===== src/rtl/pushbutton_debouncer.sv =====
`default_nettype none
// ============================================================================
//  Module      : pushbutton_debouncer
//  Description : Two-flop synchronizer plus saturating-free stability counter
//                that turns a bouncing push-button pin into a clean level and
//                one-cycle press/release pulses.
//  Revision    : 1.0 - initial release
// ============================================================================
module pushbutton_debouncer #(
  parameter int CNT_WIDTH  = 16,
  parameter bit ACTIVE_LOW = 1'b1
) (
  input  logic                 clk,
  input  logic                 reset,
  input  logic                 PB,
  output logic                 PB_state,
  output logic                 PB_down,
  output logic                 PB_up,
  output logic [CNT_WIDTH-1:0] PB_cnt
);

  localparam logic [CNT_WIDTH-1:0] c_CNT_ONE = {{(CNT_WIDTH-1){1'b0}}, 1'b1};

  logic                 w_pb_n;
  logic                 r_sync0;
  logic                 r_sync1;
  logic                 r_state;
  logic                 r_down;
  logic                 r_up;
  logic [CNT_WIDTH-1:0] r_cnt;
  logic                 w_idle;
  logic                 w_cnt_max;

  // Normalize so that 1 always means "pressed" downstream
  assign w_pb_n    = ACTIVE_LOW ? ~PB : PB;
  assign w_idle    = (r_sync1 == r_state);
  assign w_cnt_max = &r_cnt;

  // Two-flop synchronizer; resets to the released level
  always_ff @(posedge clk) begin
    if (reset) begin
      r_sync0 <= 1'b0;
      r_sync1 <= 1'b0;
    end else begin
      r_sync0 <= w_pb_n;
      r_sync1 <= r_sync0;
    end
  end

  // Stability counter, accepted level and registered edge pulses
  always_ff @(posedge clk) begin
    if (reset) begin
      r_cnt   <= '0;
      r_state <= 1'b0;
      r_down  <= 1'b0;
      r_up    <= 1'b0;
    end else begin
      r_down <= 1'b0;
      r_up   <= 1'b0;
      if (w_idle) begin
        // Any return to the accepted level restarts the full count
        r_cnt <= '0;
      end else begin
        // All-ones rolls over to zero on the same edge that accepts
        r_cnt <= r_cnt + c_CNT_ONE;
        if (w_cnt_max) begin
          r_state <= ~r_state;
          r_down  <= ~r_state;
          r_up    <= r_state;
        end
      end
    end
  end

  assign PB_state = r_state;
  assign PB_down  = r_down;
  assign PB_up    = r_up;
  assign PB_cnt   = r_cnt;

endmodule
`default_nettype wire


===== config.mk =====
export PLATFORM = sky130hd
export DESIGN_NAME = pushbutton_debouncer
export DESIGN_NICKNAME = d
export VERILOG_FILES = /design/src/rtl/pushbutton_debouncer.sv
export SDC_FILE = /design/constraint.sdc
export NUM_CORES = 1
export LEC_CHECK = 0
export BUFFER_PORTS_ARGS = -buffer_cell sky130_fd_sc_hd__buf_4
export CAP_MARGIN = 20
export CORE_MARGIN = 1
export CORE_UTILIZATION = 50
export DETAILED_ROUTE_END_ITERATION = 10
export GPL_TIMING_DRIVEN = 0
export HOLD_SLACK_MARGIN = 0.08
export PLACE_DENSITY = 0.73
export SETUP_SLACK_MARGIN = 0.4
export SYNTH_ARGS = -nofsm -noshare
export SYNTH_HDL_FRONTEND = slang
export SYNTH_SLANG_ARGS = --single-unit

===== constraint.sdc =====
create_clock -name clk -period 1.84 [get_ports clk]
set_input_delay 0.368 -clock clk [delete_from_list [all_inputs] [get_ports clk]]
set_output_delay 0.368 -clock clk [all_outputs]
set_load 0.02 [all_outputs]

==> results.sh, run 1 <==
export IMPL_run_status="complete, no violations"
export IMPL_slowest_stage="or4_1"
export IMPL_path_cells="and3_1, buf_6, nand3_4, or4_1, a21oi_1"
export IMPL_cts_tree="yes"
export IMPL_fin_ws_ns=0.4674
export IMPL_fin_crit_sh_pct=74.60
export IMPL_synthMuxAreaShare_pct=1.132
export IMPL_clkPwrFrac_pct=31.9
export IMPL_synth_yosys_seq_area_share_pct=47.52
export IMPL_totalWireLength_um=1789
export IMPL_crit_fanout=6
export IMPL_route_detailed_drc=0
export IMPL_grt_pass1_vias=627
export IMPL_dieArea_sq_um=1941
export IMPL_io_buffers=21
export IMPL_synthTopCellsByArea="dfxtp_1 (48%), nor2_1 (8.1%), xnor2_1 (5.9%)"
export IMPL_path_class="reg -> reg"
export IMPL_worst_skew_pair_late_latency_ns=0.30
export IMPL_clock_fmax_mhz=728.6
export IMPL_synth_edf_count=0
export IMPL_cp_start_kind="register"
export IMPL_synth_distinct_cells=29
export IMPL_post_route_cells_drive_above_1_share_pct=36.51
export IMPL_fin_skew_ns=0.005850
export IMPL_cts_sinks=21
export IMPL_rsz0062_at_grt="yes"
export IMPL_ios=22
export IMPL_yosysWarnings=0
export IMPL_dieHeight_um=44.06
export IMPL_core_sq_um=1577
export IMPL_die_w_um=44.06
export IMPL_diodes=0
export IMPL_arrival_ns=1.61
export IMPL_crit_path_end_kind="register"
export IMPL_cts_root_buf="clkbuf_4"
export IMPL_seq_power_share_pct=65.8
export IMPL_vdd_drop_max_mv=0.5765
export IMPL_hold_buffers=0
export IMPL_cts_inserted_buffers=3
export IMPL_place_inst=134
export IMPL_p_int_uw=545.1
export IMPL_slew_viol_final=0
export IMPL_hold_violations=0
export IMPL_first_iter_violations=11
export IMPL_grt_max_degree=12
export IMPL_drtPass1Iterations=6
export IMPL_async_flop_share_pct=0
export IMPL_grt_pass1_wl_um=2842
export IMPL_synth_top_cells_by_count="dfxtp_1 (21), nor2_1 (19), nand3_1 (6), xnor2_1 (6), xor2_1 (6)"
export IMPL_synth_ff_latch_count=21
export IMPL_synth_simple_area_share_pct=30.27
export IMPL_max_cap_violations=0
export IMPL_antenna_left=0
export IMPL_cp_data_required_time_ns=2.08
export IMPL_syn_inst=97
export IMPL_min_delay_path_depth=2
export IMPL_final_cells=142
export IMPL_pre_cts_slack_ns=0.2614
export IMPL_synth_compound_area_share_pct=4.385
export IMPL_synth_area_leader_cell="dfxtp_1"
export IMPL_synth_top_family_by_area="simple AND/OR/NAND/NOR gates"
export IMPL_p_leak_nw=0.4538
export IMPL_synth_ff_type="dfxtp_1"
export IMPL_max_stage_delay_ns=0.42
export IMPL_cts_htree_levels=1
export IMPL_p_per_area_nw_per_um2=592.2
export IMPL_hpwl_um=1213
export IMPL_syn_to_final_growth_pct=31.68
export IMPL_sw_frac_of_total_pct=20.99
export IMPL_min_period_ns=1.373
export IMPL_nFillCells=128
export IMPL_place_congestion=0.7762
export IMPL_grt_use_total_pct=20.10
export IMPL_tns_ns=0
export IMPL_worst_slew_pin_slew_ns=0.2677
export IMPL_final_nets=131
export IMPL_start_util_pct=56.11
export IMPL_synthesis_nets=101
export IMPL_antenna_found_initial=0
export IMPL_synth_most_common_cell="dfxtp_1"
export IMPL_clkTransAtPathRegs_ns=0.11
export IMPL_hold_path_class="in -> reg"
export IMPL_max_slew_margin_rel_pct=82.13
export IMPL_p_comb_share_pct=2.3
export IMPL_grt_overflow_total=0
export IMPL_routedWlPerCell_um=12.60
export IMPL_avgSynthCellArea_sq_um=9.120
export IMPL_syn_area_sq_um=884.6
export IMPL_vias_per_cell=5.261
export IMPL_synthAdderAreaFrac_pct=1.414
export IMPL_cts_buffer_depth=2
export IMPL_yosys_area_top_type_share_pct=47.52
export IMPL_vias=747
export IMPL_switching_power_uw=144.8
export IMPL_setup_violations=0
export IMPL_num_rows=14
export IMPL_synth_xor_area_share_pct=11.88
export IMPL_reg2regPathDepth=5
## cell families after synthesis
| kind of cell | after synthesis |
|---|---|
| multiplexers | 1 |
| AO/OA/AOI/OAI | 6 |
| AND/OR/NAND/NOR | 50 |
| XOR/XNOR | 12 |
| flip-flops | 21 |
| buffers and inverters | 6 |
| adder cells (fa/ha/maj) | 1 |
## cell type report
| class | count | area [sq um] | area share, % |
|---|---|---|---|
| inverters | 3 | 11.26 | 0.9667 |
| well taps | 16 | 20.02 | 1.719 |
| plain buffers | 3 | 23.77 | 2.041 |
| repair buffers | 25 | 187.7 | 16.11 |
| flip-flops and latches | 21 | 439.2 | 37.70 |
| multi-input cells | 70 | 456.7 | 39.21 |
| clock buffers | 4 | 26.28 | 2.256 |
## flip-flops by register name, summed over array words and instances, names as in the netlist
register,cells
PB_cnt,16
PB_up,1
r_sync1,1
PB_state,1
r_sync0,1
PB_down,1
## placed cells by master (no fill, tap or decap), types with 2 or more instances in the layout
cell type	n
nand4_1	4
buf_4	25
nand2_1	4
nand2b_1	2
xnor2_1	6
nand3_1	6
nor2_1	18
dfxtp_1	12
and3_1	3
nor3_1	3
xor2_1	6
clkbuf_4	4
a21oi_1	2
dfxtp_2	6
dfxtp_4	3
inv_1	3
## timing repair
action / CTS / global route
gates cloned: 0 / 0
setup endpoints to repair: 12 / 13
pin swaps: 0 / 1
setup buffers: 4 / 0
gates resized for setup: 5 / 7
## worst max-delay path, delay by kind of cell, from the launching register on
kind,cells,cell delay (ns)
and+or+nand+nor,3,0.68
DFF,1,0.36
AOI/OAI and AO/OA,1,0.14
buffers and inverters,1,0.13
## stage by stage
step | hold slack [ns] | instance area, sq um | total power, mW | util (%)
global route | 0.2097 | 1165 | 0.7193 | 73.89
floorplan | 0.4138 | 895.9 | 0.4742 | -
finish | 0.2192 | 1165 | 0.6898 | 73.89
CTS | 0.2156 | 1141 | 0.6975 | 72.38
global placement | 0.4137 | 1074 | 0.4809 | 68.10
detailed placement | 0.4174 | 1074 | 0.4816 | 68.10
## power groups by stage
stage	logic, mW	registers, mW	clock network [mW]
6_report	0.0157	0.454	0.220
5_1_grt	0.0171	0.454	0.248
4_1_cts	0.0157	0.454	0.228
3_5_place_dp	0.0144	0.467	0
3_3_place_gp	0.0137	0.467	0
2_1_floorplan	0.00626	0.468	0
## layer usage
metal	global-route usage [%]	up-vias	routed length [um]
li1	-	385	-
met5	0	-	0
met2	31.18	20	820
met4	7.273	0	18
met3	4.082	2	77
met1	27.86	340	872
## final timing paths
path	start	slack, ns	to
max	PB_cnt[0]$_SDFF_PP0_	0.47	PB_cnt[15]$_SDFF_PP0_
min	PB	0.22	r_sync0$_SDFF_PP0_
max reg2reg	PB_cnt[0]$_SDFF_PP0_	0.47	PB_cnt[15]$_SDFF_PP0_
min reg2reg	PB_cnt[0]$_SDFF_PP0_	0.43	PB_cnt[0]$_SDFF_PP0_
No activity file was read; power rests on OpenSTA's default activity.
==> inputs of run 2 (changes only) <==
ABC_AREA = 1   (was not set)
PLACE_DENSITY = 0.72   (was 0.73)
clock period = 1.3 ns   (was 1.84 ns; I/O delays follow)
==> run 2 against run 1 <==
The flow now finishes with violations (setup timing). Clock power up 56%. Hold slack got worse by 0.12 ns. Synthesized area increased by 7.8%. Via count is 50% higher. Clock-buffer cell count down 1. First-iteration DRC count grew to 2.6 times the previous value. Clock skew increased by 0.00063 ns. Sequential power up 38%. Final area increased by 37%. Critical path type unchanged. Largest cell class unchanged.
==> results.sh, run 2 <==
export IMPL_cts_sinks=21
export IMPL_hpwl_um=1391
export IMPL_synthesis_nets=134
export IMPL_use_met3_pct=3.571
export IMPL_grt_busiest_layer="met2"
export IMPL_post_route_cells_drive_above_1_share_pct=56.82
export IMPL_stdcell_area_sq_um=1594
export IMPL_layout_commonest_cell="buf_6"
export IMPL_drtPass1Iterations=4
export IMPL_grt_max_degree=13
export IMPL_vias_per_cell=5.582
export IMPL_cts_tree="yes"
export IMPL_syn_area_sq_um=953.4
export IMPL_met1_usage_pct=27.70
export IMPL_utilization_pct=90.35
export IMPL_crit_path_end_kind="register"
export IMPL_setup_violations=1
export IMPL_slew_viol_final=0
export IMPL_min_period_ns=1.302
export IMPL_max_stage_delay_ns=0.41
export IMPL_violations="setup timing"
export IMPL_cts_htree_levels=1
export IMPL_pre_cts_slack_ns=0.07642
export IMPL_avgSynthCellArea_sq_um=7.334
export IMPL_path_cells="ha_4, nand2_4, nor2_4, nand2_4, nor2_4, nand3_2, nor3b_2"
export IMPL_synth_most_common_cell="nor2_1"
export IMPL_ios=22
export IMPL_fin_ws_ns=-0.002435
export IMPL_hold_path_class="in -> reg"
export IMPL_die_w_um=45.67
export IMPL_grt_pass1_vias=843
export IMPL_start_util_pct=54.04
export IMPL_fin_crit_sh_pct=100.2
export IMPL_diodes=0
export IMPL_synth_area_leader_cell="dfxtp_1"
export IMPL_yosysWarnings=0
export IMPL_route_detailed_drc=0
export IMPL_synth_top_cells_by_count="nor2_1 (26), nand2_1 (22), dfxtp_1 (21)"
export IMPL_core_sq_um=1764
export IMPL_totalWireLength_um=3360
export IMPL_largest_register_ffs=16
export IMPL_vias=1122
export IMPL_dpl_cell_area_sq_um=1235
export IMPL_antenna_found_initial=0
export IMPL_grt_use_total_pct=23.80
export IMPL_slowest_stage="dfxtp_4"
export IMPL_grt_overflow_total=0
export IMPL_final_nets=181
export IMPL_max_slew_margin_rel_pct=76.99
export IMPL_cp_data_required_time_ns=1.57
export IMPL_cts_buffer_depth=2
export IMPL_cts_inserted_buffers=3
export IMPL_place_congestion=0.8361
export IMPL_io_buffers=21
export IMPL_dieHeight_um=45.67
export IMPL_dieArea_sq_um=2085
export IMPL_arrival_ns=1.57
export IMPL_cp_start_kind="register"
export IMPL_worst_skew_pair_late_latency_ns=0.32
export IMPL_routedWlPerCell_um=16.72
export IMPL_num_rows=15
export IMPL_grtUsageMet2_pct=43.71
export IMPL_crit_fanout=3
export IMPL_clkTransAtPathRegs_ns=0.13
export IMPL_cts_root_buf="clkbuf_4"
export IMPL_syn_to_final_growth_pct=67.19
export IMPL_yosys_area_top_type_share_pct=44.09
export IMPL_synth_ff_type="dfxtp_1"
export IMPL_run_status="finished, violations left"
export IMPL_max_cap_violations=0
export IMPL_fin_skew_ns=0.006483
export IMPL_p_leak_nw=0.6472
export IMPL_grt_pass1_wl_um=3553
export IMPL_worst_slew_pin_slew_ns=0.3425
export IMPL_antenna_left=0
export IMPL_async_flop_share_pct=0
export IMPL_layout_common_cells="buf_6 (21), buf_4 (20), nand2_1 (18)"
export IMPL_synth_ff_latch_count=21
export IMPL_hold_violations=0
export IMPL_synth_edf_count=0
export IMPL_synth_distinct_cells=22
export IMPL_vdd_drop_max_mv=0.6982
export IMPL_syn_inst=130
export IMPL_rsz0062_at_grt="yes"
export IMPL_path_class="reg -> reg"
export IMPL_p_per_area_nw_per_um2=635.9
export IMPL_first_iter_violations=29
export IMPL_clock_fmax_mhz=767.8
export IMPL_synth_yosys_seq_area_share_pct=44.09
export IMPL_hold_slack_ns=0.09934
export IMPL_synthTopCellsByArea="dfxtp_1 (44%), nor2_1 (10%), nand2_1 (8.7%)"
run 2: logic make-up (layout without fill, tap and decap cells):
group	Yosys count	in the layout	synth area share (%)
and+or+nand+nor	71	71	37.14
DFF	21	21	44.09
buffers and inverters	19	65	7.479
AOI/OAI and AO/OA	18	18	9.974
adders and majority gates	1	1	1.312
run 2: power breakdown:
part | total (mW) | switching, mW | internal (mW)
combinational | 0.0436 | 0.0230 | 0.0205
sequential | 0.626 | 0.00376 | 0.622
clock | 0.344 | 0.228 | 0.115
total | 1.01 | 0.255 | 0.758
run 2: final cells by class:
class | count | area (sq um)
timing repair buffer | 42 | 396.6
fill | 92 | 170.2
multi-input combinational | 90 | 591.8
sequential | 21 | 473.0
inverter | 19 | 73.82
clock buffer | 3 | 22.52
tap | 25 | 31.28
clock inverter | 1 | 5.005
run 2: routing by layer:
metal	share of wire (%)	vias up	routed length [um]
met5	0	-	0
li1	-	509	-
met1	38	532	1289
met2	51	62	1703
met4	4.6	0	153
met3	6.3	19	213
run 2: timing repair:
action | in CTS | in global routing
hold endpoints to repair | 1 | 0
setup endpoints to repair | 38 | 38
pin swaps | 8 | 5
buffers inserted | 11 | 9
hold buffers | 1 | 0
resized for setup | 25 | 23
gates cloned | 0 | 0
run 2: worst paths after layout:
check,startpoint,end,slack [ns],cells past startpoint
worst min-delay path,reset,r_sync1$_SDFF_PP0_,0.1,2
worst max-delay path,PB_cnt[0]$_SDFF_PP0_,PB_up$_SDFF_PP0_,-0.002,7
worst min register to register,r_sync0$_SDFF_PP0_,r_sync1$_SDFF_PP0_,0.46,2
worst max register to register,PB_cnt[0]$_SDFF_PP0_,PB_up$_SDFF_PP0_,-0.002,7
run 2: through the flow:
step	setup TNS, ns	instances	power [mW]
after CTS	0	192	0.9970
after detailed placement	0	176	0.6679
after global placement	0	176	0.6670
final	-0.002435	201	1.014
after floorplan	0	130	0.6579
after global routing	-0.1802	201	1.039
run 2: critical path, delay by kind of cell (launching register included):
kind	cells	cell delay [ns]
fa+ha+maj	1	0.16
flops	1	0.41
simple gates	6	0.68
